## src/rtl/mem_arbiter.sv

```systemverilog
// -----------------------------------------------------------------------------
// mem_arbiter
//   Shares one single-port synchronous-read memory between N_REQ requesters.
//   Round-robin arbitration, with an optional lock that keeps ownership across
//   consecutive accesses for an atomic read-modify-write. A lock is held for
//   at most MAX_LOCK cycles in total, counting the cycle that won it.
//   A granted read returns one cycle later on the requester's rvalid bit,
//   with rdata taken from the memory read port.
//
// Ports
//   clock_i          system clock, rising edge
//   rst_i            synchronous reset, active-high
//   req_i   [N]      access request per requester, held until granted
//   lock_i  [N]      keep ownership after this grant
//   we_i    [N]      1 = write, 0 = read
//   addr_i  [N*A]    packed addresses, requester i at [i*ADDR_W +: ADDR_W]
//   wdata_i [N*D]    packed write data, requester i at [i*DATA_W +: DATA_W]
//   gnt_o   [N]      one-hot, access presented to memory this cycle
//   rvalid_o[N]      one-hot, rdata_o valid for this requester's read
//   rdata_o [D]      read data (memory output during rvalid, else last read)
//   mem_address_o    memory address
//   mem_wr_en_o      memory write enable
//   mem_data_in_o    memory write data
//   mem_data_out_i   memory read data, valid one cycle after the read address
// -----------------------------------------------------------------------------
module mem_arbiter #(
    parameter int N_REQ    = 3,
    parameter int ADDR_W   = 11,
    parameter int DATA_W   = 16,
    parameter int MAX_LOCK = 4
) (
    input  logic                      clock_i,
    input  logic                      rst_i,
    input  logic [N_REQ-1:0]          req_i,
    input  logic [N_REQ-1:0]          lock_i,
    input  logic [N_REQ-1:0]          we_i,
    input  logic [N_REQ*ADDR_W-1:0]   addr_i,
    input  logic [N_REQ*DATA_W-1:0]   wdata_i,
    output logic [N_REQ-1:0]          gnt_o,
    output logic [N_REQ-1:0]          rvalid_o,
    output logic [DATA_W-1:0]         rdata_o,
    output logic [ADDR_W-1:0]         mem_address_o,
    output logic                      mem_wr_en_o,
    output logic [DATA_W-1:0]         mem_data_in_o,
    input  logic [DATA_W-1:0]         mem_data_out_i
);

    localparam int PTR_W = $clog2(N_REQ);
    localparam int CNT_W = $clog2(MAX_LOCK + 1);

    typedef enum logic [0:0] {
        ST_ARB    = 1'b0,
        ST_LOCKED = 1'b1
    } state_t;

    state_t              state_q, state_d;
    logic [PTR_W-1:0]    ptr_q, ptr_d;
    logic [PTR_W-1:0]    owner_q, owner_d;
    // Number of cycles the owner has already held the lock before this one.
    logic [CNT_W-1:0]    lock_cnt_q, lock_cnt_d;
    logic [N_REQ-1:0]    rvalid_q, rvalid_d;
    logic [DATA_W-1:0]   rdata_q, rdata_d;

    logic                arb_found_s;
    logic [PTR_W-1:0]    arb_idx_s;
    logic                any_gnt_s;
    logic [PTR_W-1:0]    sel_s;
    logic [N_REQ-1:0]    gnt_s;
    logic [CNT_W-1:0]    cnt_inc_s;

    // (base + k) mod N_REQ for base < N_REQ and k < N_REQ.
    function automatic logic [PTR_W-1:0] wrap_add(input logic [PTR_W-1:0] base,
                                                  input logic [PTR_W:0]   k);
        logic [PTR_W:0] sum;
        sum = {1'b0, base} + k;
        if (sum >= (PTR_W+1)'(N_REQ)) begin
            sum = sum - (PTR_W+1)'(N_REQ);
        end else begin
            sum = sum;
        end
        return sum[PTR_W-1:0];
    endfunction

    // Round-robin scan: first requester at or after ptr_q, wrapping.
    always_comb begin
        logic [PTR_W-1:0] idx;
        arb_found_s = 1'b0;
        arb_idx_s   = '0;
        idx         = '0;
        for (int k = 0; k < N_REQ; k++) begin
            idx = wrap_add(ptr_q, (PTR_W+1)'(k));
            if (!arb_found_s && req_i[idx]) begin
                arb_found_s = 1'b1;
                arb_idx_s   = idx;
            end else begin
                arb_found_s = arb_found_s;
            end
        end
    end

    // Grant selection; while locked only the owner can be served.
    always_comb begin
        any_gnt_s = 1'b0;
        sel_s     = '0;
        gnt_s     = '0;
        if (rst_i) begin
            any_gnt_s = 1'b0;
        end else if (state_q == ST_LOCKED) begin
            any_gnt_s = req_i[owner_q];
            sel_s     = owner_q;
        end else begin
            any_gnt_s = arb_found_s;
            sel_s     = arb_idx_s;
        end
        if (any_gnt_s) begin
            gnt_s[sel_s] = 1'b1;
        end else begin
            gnt_s = '0;
        end
    end

    // Memory bus mux and output masking during reset.
    always_comb begin
        gnt_o         = gnt_s;
        mem_address_o = '0;
        mem_data_in_o = '0;
        mem_wr_en_o   = 1'b0;
        if (any_gnt_s) begin
            mem_address_o = addr_i[int'(sel_s)*ADDR_W +: ADDR_W];
            mem_data_in_o = wdata_i[int'(sel_s)*DATA_W +: DATA_W];
            mem_wr_en_o   = we_i[sel_s];
        end else begin
            mem_wr_en_o   = 1'b0;
        end
        if (rst_i) begin
            rvalid_o = '0;
            rdata_o  = '0;
        end else if (|rvalid_q) begin
            rvalid_o = rvalid_q;
            rdata_o  = mem_data_out_i;
        end else begin
            rvalid_o = '0;
            rdata_o  = rdata_q;
        end
    end

    // Next-state logic for arbitration state, pointer, lock owner and counter.
    always_comb begin
        state_d    = state_q;
        ptr_d      = ptr_q;
        owner_d    = owner_q;
        lock_cnt_d = lock_cnt_q;
        cnt_inc_s  = lock_cnt_q + CNT_W'(1);
        rvalid_d   = '0;
        rdata_d    = rdata_q;
        case (state_q)
            ST_ARB: begin
                if (arb_found_s && lock_i[arb_idx_s]) begin
                    state_d    = ST_LOCKED;
                    owner_d    = arb_idx_s;
                    lock_cnt_d = CNT_W'(1);
                end else if (arb_found_s) begin
                    ptr_d = wrap_add(arb_idx_s, (PTR_W+1)'(1));
                end else begin
                    ptr_d = ptr_q;
                end
            end
            ST_LOCKED: begin
                // Counts every locked cycle, granted or not; the ex-owner
                // goes to the back of the queue on release.
                lock_cnt_d = cnt_inc_s;
                if (!lock_i[owner_q] || (cnt_inc_s == CNT_W'(MAX_LOCK))) begin
                    state_d    = ST_ARB;
                    ptr_d      = wrap_add(owner_q, (PTR_W+1)'(1));
                    lock_cnt_d = '0;
                end else begin
                    state_d    = ST_LOCKED;
                end
            end
            default: begin
                state_d    = ST_ARB;
                lock_cnt_d = '0;
            end
        endcase
        if (any_gnt_s && !we_i[sel_s]) begin
            rvalid_d = gnt_s;
        end else begin
            rvalid_d = '0;
        end
        if (|rvalid_q) begin
            rdata_d = mem_data_out_i;
        end else begin
            rdata_d = rdata_q;
        end
    end

    // State registers with synchronous reset.
    always_ff @(posedge clock_i) begin
        if (rst_i) begin
            state_q    <= ST_ARB;
            ptr_q      <= '0;
            owner_q    <= '0;
            lock_cnt_q <= '0;
            rvalid_q   <= '0;
            rdata_q    <= '0;
        end else begin
            state_q    <= state_d;
            ptr_q      <= ptr_d;
            owner_q    <= owner_d;
            lock_cnt_q <= lock_cnt_d;
            rvalid_q   <= rvalid_d;
            rdata_q    <= rdata_d;
        end
    end

endmodule

```

## config.mk

```make
export PLATFORM = sky130hd
export DESIGN_NAME = mem_arbiter
export DESIGN_NICKNAME = d
export VERILOG_FILES = /design/src/rtl/mem_arbiter.sv
export SDC_FILE = /design/constraint.sdc
export NUM_CORES = 1
export LEC_CHECK = 0
export CELL_PAD_IN_SITES_DETAIL_PLACEMENT = 1
export CELL_PAD_IN_SITES_GLOBAL_PLACEMENT = 2
export CORE_UTILIZATION = 17
export DETAILED_ROUTE_END_ITERATION = 8
export PLACE_DENSITY = 0.8
export SYNTH_ARGS = -nofsm -noshare
export SYNTH_HDL_FRONTEND = slang
export SYNTH_SLANG_ARGS = --single-unit
```

## constraint.sdc

```tcl
create_clock -name clock_i -period 3.96 [get_ports clock_i]
set_input_delay 0.792 -clock clock_i [delete_from_list [all_inputs] [get_ports clock_i]]
set_output_delay 0.792 -clock clock_i [all_outputs]
set_load 0.05 [all_outputs]
```

==> impl_results.md <==
- Outcome: complete, no violations
- Final Hold Fails: 0
- Top delay family on crit path: compound AO/OA/AOI/OAI gates
- CTS H-Tree Depth: 1
- FF-to-FF Start: ptr_q[1]
- Most instantiated cells after synthesis: 65 x nand2_1, 32 x mux2i_1, 30 x o22ai_1
- Clock insertion delay at the later pin of the skew report: 0.26 ns
- Reg2reg setup slack: 0.92 ns
- Synth area leaders: dfxtp_1 24%, mux2i_1 14%, nand2_1 11%, o22ai_1 8.5%, a21oi_1 5.0%
- Synth Register Bits: 27
- Endpoint, Worst Hold: rdata_q[14]
- Yosys Warn Count: 0
- PortBufs: 157
- Core area: 12700 um^2
- CTS tree: built
- Crit path DAT: 3.05 ns
- Hold_sp: rdata_q[14]
- Lkg Pwr: 1.78 nW
- Final period utilization: 0.971
- First-pass GRT wire length: 15800 um
- Post-route cell area: 4660 um^2
- Hold WC Path Type: register to register
- CP cell instances: dlygate4sd2_1 -> and2b_1 -> o21bai_2 -> a21boi_1 -> a222oi_1 -> buf_4 -> o2bb2ai_4 -> or2_4 -> buf_12 -> o22ai_1 -> buf_12
- Relative slew slack: 0.319
- Area fraction of the dominant cell type after synthesis: 0.244
- Vias per cell: 4.49
- Critical path endpoint category: primary output
- Cell with the most instances after synthesis: nand2_1
- Max cap viols: 0
- Share of post-route cells with drive strength above 1: 0.250
- Pwr Density: 738 nW/um^2
- Final setup viols: 0
- DP HPWL: 8110 um
- Initial antenna violation count: 0
- Fin Hold WS: 0.465 ns
- Post-DP Area: 4420 um^2
- Final slew viol count: 0
- # clock sinks: 27
- CP startpoint: req_i[0]
- Post-CTS Hold Fix Bufs: 0
- Setup Total Neg Slack: 0 ns
- Ant diodes: 0
- Pin count of the biggest net entering global routing: 29
- Final Util: 0.368
- Root Driver: clkbuf_16
- Die height: 116 um
- Worst-path clk slew: 0.07 ns
- Seq/Total Area, Yosys: 0.244
- Max clock buf depth: 2
- CP dominant cell by count: buf_12
- WP data required: 3.17 ns
- Reg-to-reg critical path endpoint: ptr_q[0]
- Pre-antenna DRT Iters: 4
- Worst R2R Path Depth: 12
- Routed WL per cell: 15.6 um
- Antenna Violating Nets Remaining: 0
- Ys flop type: dfxtp_1
- Total Wirelength: 9900 um
- Vias in the first global route: 3057
- Crit Path Max Fanout: 28
- Detailed-route via count: 2854
- Worst vdd ir: 306 uV
- Initial drt markers: 72
- Synthesized net count: 409
- Critical Path Start Type: input port
- Max incr delay on CP: 0.29 ns
- Crit path buf inv count: 4
- Synth async-reset ratio: 0
- Worst Path Class, Setup: input port to primary output
- Gr usage total: 0.150
- EDFF count, synth: 0
- # rows: 41
- Worst-path cell with the longest stage delay: or2_4
- Worst-Margin Slew: 1.02 ns
- Area Overhead vs Synth: 111%
- Die area: 13500 um^2
- Area leader, netlist: dfxtp_1
- Residual DRC: 0
- Hold Path Cell Cnt: 2
- CTS Buf Count: 3
- RSZ-0062 raised after global routing: true
- Worst Skew: 0.00298 ns
- Die width: 116 um
- Initial Util: 0.174
- Fin nets: 581
- Synth Instances: 293
- I/O Pins: 158
- Tmin final: 3.84 ns
- Avg Cell Area, Syn: 7.55 um^2
- Netlist cell types: 47
- Final estimated routing congestion in global placement: 0.850
- Peak Freq: 260 MHz
- Cell area after synthesis: 2210 um^2
- Gr ovfl total: 0
-- placed cells by master, fill, tap and decap left out, types with 2 or more instances in the layout --
cell             synthesis  layout
and2_1                   2       2
nor4_1                   2       2
mux2i_2                  0       2
nand2b_1                 3       3
mux2_1                   2       2
o32ai_1                  2       2
nand2_1                 65      65
nor2b_1                  6       6
clkbuf_16                0       3
a21oi_1                 22      21
o21a_1                   3       3
a311oi_1                 2       2
and3_1                   2       2
nor3_2                   0       3
dfxtp_1                 27      26
buf_12                   0      35
nor2_1                  10      10
o2bb2ai_1                2       2
and2b_1                  4       3
dlygate4sd2_1            0       3
mux2i_1                 32      30
o21ba_2                  2       2
buf_4                    4      44
inv_1                   14      14
o22ai_1                 30      19
a211oi_1                 4       4
ha_1                     8       6
o22ai_2                  0      11
clkdlybuf4s50_1          0     104
o21ai_0                  3       3
-- worst max-delay path by stage --
stage / end / slack (ns) / cells past startpoint
final: mem_data_in_o[10] / 0.12 / 11
after global routing: mem_data_in_o[12] / -0.005 / 11
after CTS: mem_data_in_o[4] / 0.04 / 14
after detailed placement: mem_wr_en_o / -0.14 / 11
after global placement: mem_wr_en_o / -0.12 / 11
after floorplan: mem_address_o[0] / 0.03 / 10
-- through the flow --
stage / setup slack (ns) / power, W / instances
4_1_cts: 0.0418 / 0.00342 / 636
3_3_place_gp: -0.120 / 0.00305 / 628
3_5_place_dp: -0.143 / 0.00309 / 628
5_1_grt: -0.00504 / 0.00364 / 636
6_report: 0.116 / 0.00344 / 636
2_1_floorplan: 0.0301 / 0.00187 / 293
-- worst min-delay path, cell delays in order (launching register included) --
cell	delay, ns
dfxtp_1	0.30
nand2_1	0.05
a21oi_1	0.06
-- layer usage --
layer,track usage,vias to the layer above,wire length [um]
met5,0,-,0
met4,0.0171,0,80
met3,0.0429,6,757
met2,0.285,101,5370
met1,0.168,1365,3690
li1,-,1382,-
-- cell type report --
cell class,instances,area (um^2)
fill,1485,8010
clock buffer,4,78.8
timing repair buffer,188,2140
tap,172,215
inverter,14,52.6
multi-input combinational,231,1630
sequential,27,542
-- cell families after synthesis --
family | after synthesis | synth area share
adders and majority gates | 8 | 0.0453
buffers and inverters | 35 | 0.0770
and+or+nand+nor | 105 | 0.216
AOI/OAI and AO/OA | 81 | 0.247
xor gates and xnor gates | 1 | 0.00396
DFF | 27 | 0.244
muxes | 36 | 0.167
-- power breakdown --
part | switching, W | total, W | internal, W
logic | 0.00153 | 0.00282 | 0.00129
registers | 0.0000504 | 0.000383 | 0.000333
clock network | 0.0000948 | 0.000233 | 0.000138
total | 0.00167 | 0.00344 | 0.00176
-- what timing repair did --
item,in CTS,in global routing
setup endpoints to repair,30,28
pin swaps,1,0
cloned,1,0
setup buffers,3,0
resized for setup,15,11
-- state kept, by name, indices dropped and copies added, names as in the netlist --
| register | count |
|---|---|
| state_q | 1 |
| rvalid_q | 3 |
| rdata_q | 16 |
| lock_cnt_q | 3 |
| ptr_q | 2 |
| owner_q | 2 |
(Power assumes the default switching activity.)
